File: src/rtl/if_fetch_stage_pkg.sv
// if_fetch_stage_pkg: shared fetch constants (IMEM window base/width, nop encoding) and fetch-state enum
package if_fetch_stage_pkg;
  localparam logic [31:0] PC_BASE = 32'h0000_3000;
  localparam int IMEM_AW = 11;
  localparam logic [31:0] NOP_INSTR = 32'h0;
  typedef enum logic {RUN = 1'b0, FAULT = 1'b1} fetch_state_t;
endpackage

File: src/rtl/if_fetch_stage_if_id_reg.sv
// if_id_reg: IF/ID pipeline register; flush (bubble, keeps pc) > hold > load, rst clears all
module if_id_reg
  import if_fetch_stage_pkg::*;
(
  input  logic        clk,
  input  logic        rst,
  input  logic        hold,
  input  logic        flush,
  input  logic        load,
  input  logic [31:0] instr,
  input  logic [31:0] pc,
  input  logic [31:0] pc4,
  output logic [31:0] id_instr,
  output logic [31:0] id_pc,
  output logic [31:0] id_pc4,
  output logic        id_valid
);
  always_ff @(posedge clk) begin
    if (rst) begin
      id_instr <= NOP_INSTR;
      id_pc    <= '0;
      id_pc4   <= '0;
      id_valid <= 1'b0;
    end else if (flush) begin
      id_instr <= NOP_INSTR;
      id_valid <= 1'b0;
    end else if (!hold && load) begin
      id_instr <= instr;
      id_pc    <= pc;
      id_pc4   <= pc4;
      id_valid <= 1'b1;
    end
  end
endmodule

File: src/rtl/if_fetch_stage.sv
// if_fetch_stage: PC/FSM fetch stage driving IMEM word address, feeding IF/ID, with stall, redirect and out-of-window fault trap
module if_fetch_stage
  import if_fetch_stage_pkg::*;
#(
  parameter logic [31:0] PC_BASE_P = PC_BASE,
  parameter int IMEM_AW_P = IMEM_AW
) (
  input  logic                 clk,
  input  logic                 rst,
  input  logic                 stall,
  input  logic                 redirect_valid,
  input  logic [31:0]          redirect_pc,
  output logic [IMEM_AW_P-1:0] imem_addr,
  input  logic [31:0]          imem_instr,
  output logic [31:0]          id_instr,
  output logic [31:0]          id_pc,
  output logic [31:0]          id_pc4,
  output logic                 id_valid,
  output logic                 fetch_fault,
  output logic [31:0]          fault_pc,
  output logic [31:0]          fetch_count
);
  fetch_state_t state_q, state_d;
  logic [31:0] pc_q, pc_d, fault_pc_d, count_d, off;
  logic bad, flush, hold, load;
  assign off = pc_q - PC_BASE_P;
  assign bad = (pc_q[1:0] != 2'b00) || (off[31:IMEM_AW_P+2] != '0);
  assign imem_addr = off[IMEM_AW_P+1:2];
  assign fetch_fault = (state_q == FAULT);
  always_ff @(posedge clk) begin
    if (rst) begin
      state_q     <= RUN;
      pc_q        <= PC_BASE_P;
      fault_pc    <= '0;
      fetch_count <= '0;
    end else begin
      state_q     <= state_d;
      pc_q        <= pc_d;
      fault_pc    <= fault_pc_d;
      fetch_count <= count_d;
    end
  end
  always_comb begin
    state_d    = state_q;
    pc_d       = pc_q;
    fault_pc_d = fault_pc;
    count_d    = fetch_count;
    flush      = 1'b0;
    hold       = 1'b0;
    load       = 1'b0;
    if (redirect_valid) begin
      state_d = RUN;
      pc_d    = redirect_pc;
      flush   = 1'b1;
    end else if (state_q == FAULT) begin
      flush = 1'b1;
    end else if (stall) begin
      hold = 1'b1;
    end else if (bad) begin
      state_d    = FAULT;
      fault_pc_d = pc_q;
      flush      = 1'b1;
    end else begin
      pc_d    = pc_q + 32'd4;
      count_d = fetch_count + 32'd1;
      load    = 1'b1;
    end
  end
  if_id_reg u_if_id (
    .clk(clk),
    .rst(rst),
    .hold(hold),
    .flush(flush),
    .load(load),
    .instr(imem_instr),
    .pc(pc_q),
    .pc4(pc_q + 32'd4),
    .id_instr(id_instr),
    .id_pc(id_pc),
    .id_pc4(id_pc4),
    .id_valid(id_valid)
  );
endmodule

File: config.mk
export PLATFORM = sky130hd
export DESIGN_NAME = if_fetch_stage
export DESIGN_NICKNAME = d
export VERILOG_FILES = /design/src/rtl/if_fetch_stage_pkg.sv /design/src/rtl/if_fetch_stage_if_id_reg.sv /design/src/rtl/if_fetch_stage.sv
export SDC_FILE = /design/constraint.sdc
export NUM_CORES = 1
export LEC_CHECK = 0
export BUFFER_PORTS_ARGS = -buffer_cell sky130_fd_sc_hd__buf_2
export CAP_MARGIN = 20
export CORE_UTILIZATION = 47
export DETAILED_ROUTE_END_ITERATION = 8
export PLACE_DENSITY = 0.77
export SLEW_MARGIN = 20
export SYNTH_ARGS = -nofsm -noshare
export SYNTH_HDL_FRONTEND = slang
export SYNTH_SLANG_ARGS = --single-unit
File: constraint.sdc
create_clock -name clk -period 2.86 [get_ports clk]
set_input_delay 0.429 -clock clk [delete_from_list [all_inputs] [get_ports clk]]
set_output_delay 0.429 -clock clk [all_outputs]
set_load 0.01 [all_outputs]
# [Yosys cells after proc, flatten, opt, wreduce, memory -nomap -nowiden]
# Cells that the tools add are included.
[totals] elab_cells=45 out_inout_bits=173 register_bits=194 inputBits=68
[op_classes] n_eq_ne=3 add_sub_neg=3 n_reduce_logical=11 muxes=15 bitwise_logic=5
[op_table] cell="$mux 32" n=4
[op_table] cell="$add 32x1->32 const B" n=1
[op_table] cell="$add 32x3->32 const B" n=1
[op_table] cell="$sub 32x14->32 const B" n=1
[op_table] cell="$reduce_bool 19->1" n=1
[op_table] cell="$mux 1" n=11
[op_table] cell="$reduce_and 4->1" n=2
[op_table] cell="$not 1->1" n=5
[op_table] cell="$ne 2x2->1 const B" n=2
[op_table] cell="$reduce_or 2->1" n=2
[op_table] cell="$reduce_and 3->1" n=1
[op_table] cell="$ne 2x1->1 const B" n=1
[op_table] cell="$reduce_and 2->1" n=1
[op_table] cell="$reduce_bool 2->1" n=1
[op_table] cell="$logic_and 1x1->1" n=1
[op_table] cell="$logic_not 1->1" n=1
[op_table] cell="$logic_or 1x1->1" n=1

# [Depth between registers and ports, before layout]
[logic_depth] word_depth=9 depth_mapped=11 depth_no_buf=7

# [Cells and area by module]
# A second synthesis with hierarchy kept.
[unflattened] cells_unflattened=1014 area_unflattened_um2=8569.5
[by_module_without_submodules] module="if_fetch_stage" cells_per_inst=590 area_each_um2=5177.5 instances=1 seq_area_each_um2=1941.9
[by_module_without_submodules] module="if_id_reg" cells_per_inst=424 area_each_um2=3392.0 instances=1 seq_area_each_um2=1941.9

# [Worst setup path before layout]
# Ideal clock, no wire load.
[synth_timing] path_kind="register -> register" start="register pc_q[12]" end="register fetch_count[25]" path_stages_with_launch=11 required_ns=2.728 path_buffers=3 period_less_slack_ns=2.682 t_arrival_ns=2.550 setup_time_ns=0.132 path_slack_ns=0.178 cell_sequence="dfxtp_1 -> ha_1 -> clkbuf_1 -> or4_1 -> o31a_1 -> nor3_2 -> nand4_4 -> buf_6 -> buf_2 -> o41ai_1 -> a21oi_1"
[synth_via] elab_chain_cells=5
[synth_lines] element="start, declared" line_no="if_fetch_stage.sv:24" source="logic [31:0] pc_q, pc_d, fault_pc_d, count_d, off;"
[synth_lines] element="start signal, assigned" line_no="if_fetch_stage.sv:38" source="pc_q <= pc_d;"
[synth_lines] element="$sub 32x14->32" line_no="if_fetch_stage.sv:26" source="assign off = pc_q - PC_BASE_P;"
[synth_lines] element="$reduce_bool 19->1" line_no="if_fetch_stage.sv:27" source="assign bad = (pc_q[1:0] != 2'b00) || (off[31:IMEM_AW_P+2] != '0);"
[synth_lines] element="$logic_or 1x1->1" line_no="if_fetch_stage.sv:27"
[synth_lines] element="$not 1->1 (no source line)"
[synth_lines] element="$reduce_and 4->1 (no source line)"
[synth_lines] element="end signal, assigned" line_no="if_fetch_stage.sv:40" source="fetch_count <= count_d;"
[synth_lines] element="end, declared" line_no="if_fetch_stage.sv:21" source="output logic [31:0] fetch_count"
# No other way between the ends.
# A chain may end at the register's enable or synchronous reset.

# [Worst setup path after layout]
[layout_timing] start="register pc_q[19]" end="register fetch_count[13]"
# The elaborated chain is that of the path after synthesis.

==> reports/metrics.sh <==
PORT-BUFFER-COUNT=240
MIN_PERIOD_OVER_PERIOD_PCT=95.8
GP_CONGESTION=0.915
MAXSLEWHEADROOM_PCT=34.8
ACHIEVABLE-FREQUENCY_MHz=365
P_LEAK_nW=4.31
POSTROUTEANTENNANETS=0
GRT_START_MAX_NET_PINS=69
CLOCK_SKEW_NS=0.00936
HOLD_VIOL=0
UTILIZATION_PCT=60.5
CTSHTREEMAXLEVEL=4
HP-CLASS='in -> reg'
SYN_AREA_PER_CELL_UM2=8.43
WORSTPATHARRIVAL_NS=3.10
ASYNC_S_R_FF_SHARE_SYNTH_PCT=0
GRT_PASS1_VIAS=6875
DIE_Y_UM=134
UNREPAIRED_SETUP_ENDPOINTS_AFTER_GLOBAL_ROUTING='false'
DRT_PRE_ANTENNA_ITERS=5
SYNTH_WARN=0
NUM-NETS-FINAL=1240
CLOCK-ROOT-BUFFER='sky130_fd_sc_hd__clkbuf_16'
SETUP-TNS-FINAL_NS=0
LAYOUT.CELLS.NON_FILLER=1402
DIE-WIDTH_UM=134
CTSHOLDBUFFERS=0
DOMINANT_CELLS_BY_AREA_AFTER_SYNTHESIS='sky130_fd_sc_hd__dfxtp_1 (47%), sky130_fd_sc_hd__a21oi_1 (7.7%), sky130_fd_sc_hd__nand2_1 (6.9%)'
GLOBAL_ROUTE.USAGE.TOTAL_PCT=25.3
SETUP_VIOL=0
TRITONCTS.NUM_BUFFERS=17
CATEGORY_OF_THE_CRITICAL_SETUP_TIMING_PATH='reg -> reg'
MAX_SLEW.WORST_PIN.SLEW_NS=0.978
CATEGORY_OF_THE_WORST_SETUP_PATH_CAPTURE_POINT='flop'
POST_DRT_WL_PER_CELL_UM=16.4
FINALCRITICALPERIOD_NS=2.74
TIMING.HOLD.WORST.START='redirect_pc[25]'
DP_HPWL_MM=16.1
FINAL-MAX-SLEW-VIOLATION-COUNT=0
GR-MAX-USAGE-LAYER='met2'
GRT-OVFL-TOTAL=0
DETAIL_ROUTE.ITER0.VIOLATIONS=416
WORST-ENDPOINT-REQUIRED_NS=3.22
CORE_UM2=16800
DRC=0
SYNTH_EDF_COUNT=0
DRT-TOTAL-WL_MM=23.0
GRTUSAGEMET1_PCT=33.2
SYNTHCELLS=967
LAYOUT_COMMONEST_CELL='sky130_fd_sc_hd__buf_2'
GRT_FIRST_PASS_WIRELENGTH_MM=36.1
CLOCK_PATH_BUFFERS=2
ANTENNA_FOUND_INITIAL=2
CRITICAL_PATH.STARTPOINT_TYPE='flop'
ANTENNA-DIODE-COUNT=0
GROUTE.LAYER.MET2.USAGE_PCT=40.8
NUM_IO_PINS=241
SYNTHESIS_TO_FINISH_AREA_GROWTH_PCT=24.4
GR-USAGE-MET3_PCT=5.44
SYNTH-MAIN-FF-CELL='sky130_fd_sc_hd__dfxtp_1'
SYNTH_TOP_AREA_CELL='sky130_fd_sc_hd__dfxtp_1'
IR_WORST_VDD_V=0.000451
DRIVE_ABOVE_1_SHARE_PCT=28.0
CLK_LATENCY_NS=0.44
SYNTH_FP_NETS=1038
SYNTH_TOP_AREA_SHARE_PCT=47.2
NFILLCELLS=1535
SYNTH_CELL_TYPE_COUNT=62
NUMCLOCKSINKS=192
TIMING.CRITICAL_PATH.FROM='pc_q[19]$_SDFFE_PP0P_'
DR_TOTAL_VIAS=7835
VIA_PER_INST=5.59
DIE-AREA_UM2=17900
STATUS='finished clean'
CRITICAL_PATH.REG2REG.STARTPOINT='pc_q[19]$_SDFFE_PP0P_'
CP_MAX_FO=44
SYN-CELL-AREA_UM2=8150
POWER.DENSITY_nW_PER_UM2=562
CTS_TREE='built'
YOSYS_REGISTER_BITS=192
SEQ_AREA_FRAC_SYNTH_PCT=47.2
PATH_CLK_SLEW_NS=0.08
INITIAL_UTILIZATION_PCT=48.6
PLACE.DETAILED.INSTANCES=1369
FINAL_CELL_MIX='sky130_fd_sc_hd__buf_2 (239), sky130_fd_sc_hd__dfxtp_1 (192), sky130_fd_sc_hd__nand2_1 (149)'
MAX_CAP_VIOL_COUNT=0
STD_CELL_ROWS=47
-- layout make-up --
cell class	instances	area, µm²	area share, %
inverter	16	60.1	0.592
multi-input combinational	660	3800	37.5
timing repair buffer	282	1540	15.2
tap	220	275	2.72
clock buffer	18	439	4.33
sequential	192	3840	37.9
clock inverter	14	174	1.72
-- synth_stat cells, drive strengths merged (14+ instances only) --
master,count
o21ai,39
nand4,18
nor3,14
buf,33
dfxtp,192
a21oi,125
clkbuf,66
nor2,27
or4,27
and3,41
nand2,149
a22o,16
o31ai,26
nand3,46
inv,16
-- worst max-delay path, stage by stage, from the launching register on --
cell                        delay, ns
sky130_fd_sc_hd__dfxtp_1         0.36
sky130_fd_sc_hd__or4_1           0.55
sky130_fd_sc_hd__o31a_1          0.31
sky130_fd_sc_hd__a2111oi_4       0.34
sky130_fd_sc_hd__nand4_4         0.20
sky130_fd_sc_hd__buf_12          0.22
sky130_fd_sc_hd__or4_1           0.51
sky130_fd_sc_hd__a21oi_1         0.16
-- power breakdown --
group	total (mW)	switching [mW]	internal, mW
logic	0.471	0.282	0.190
clock network	2.46	1.11	1.35
registers	2.77	0.0530	2.72
total	5.70	1.45	4.25
-- state kept, by name, summed over array words and instances (netlist names) --
register          count
fault_pc             32
fetch_count          32
pc_q                 32
u_if_id.id_instr     32
u_if_id.id_pc        32
u_if_id.id_pc4       30
fetch_fault           1
u_if_id.id_valid      1
-- routing by layer --
layer | part of all wire, % | up-vias
li1 | - | 3863
met1 | 45 | 3693
met2 | 47 | 248
met3 | 6.3 | 29
met4 | 1.5 | 2
met5 | 0.052 | -
-- path summary, 6_finish.rpt --
kind	to	slack (ns)	depth (start not counted)
worst min-delay path	pc_q[25]$_SDFFE_PP0P_	0.20	2
worst min register to register	u_if_id.id_pc[14]$_SDFFE_PP0P_	0.45	2
worst max-delay path	fetch_count[13]$_SDFFE_PP0P_	0.12	7
worst max register to register	fetch_count[13]$_SDFFE_PP0P_	0.12	7
-- per-stage QoR --
stage / instance area (µm²) / setup slack, ns / hold slack [ns] / power, mW
global placement: 9500 / 0.163 / 0.435 / 3.28
CTS: 10100 / 0.138 / 0.184 / 5.73
global route: 10100 / 0.0209 / 0.198 / 5.91
floorplan: 8150 / 0.178 / 0.456 / 3.11
detailed placement: 9500 / 0.161 / 0.440 / 3.29
finish: 10100 / 0.121 / 0.197 / 5.70
-- kinds of logic (layout without fill, tap and decap cells) --
kind of cell	after synthesis	after routing	share of synthesized area, %
simple gates	393	393	25.2
compound gates	249	249	19.1
flops	192	192	47.2
buf+inv	115	330	6.42
xor+xnor	13	13	1.40
fa+ha+maj	3	3	0.461
mux	2	2	0.246
-- what timing repair did --
| action | 4_1_cts | 5_1_grt |
|---|---|---|
| gates resized for setup | 0 | 5 |
| setup endpoints to repair | 0 | 8 |
| setup buffers | 0 | 1 |
(Power assumes the default switching activity.)
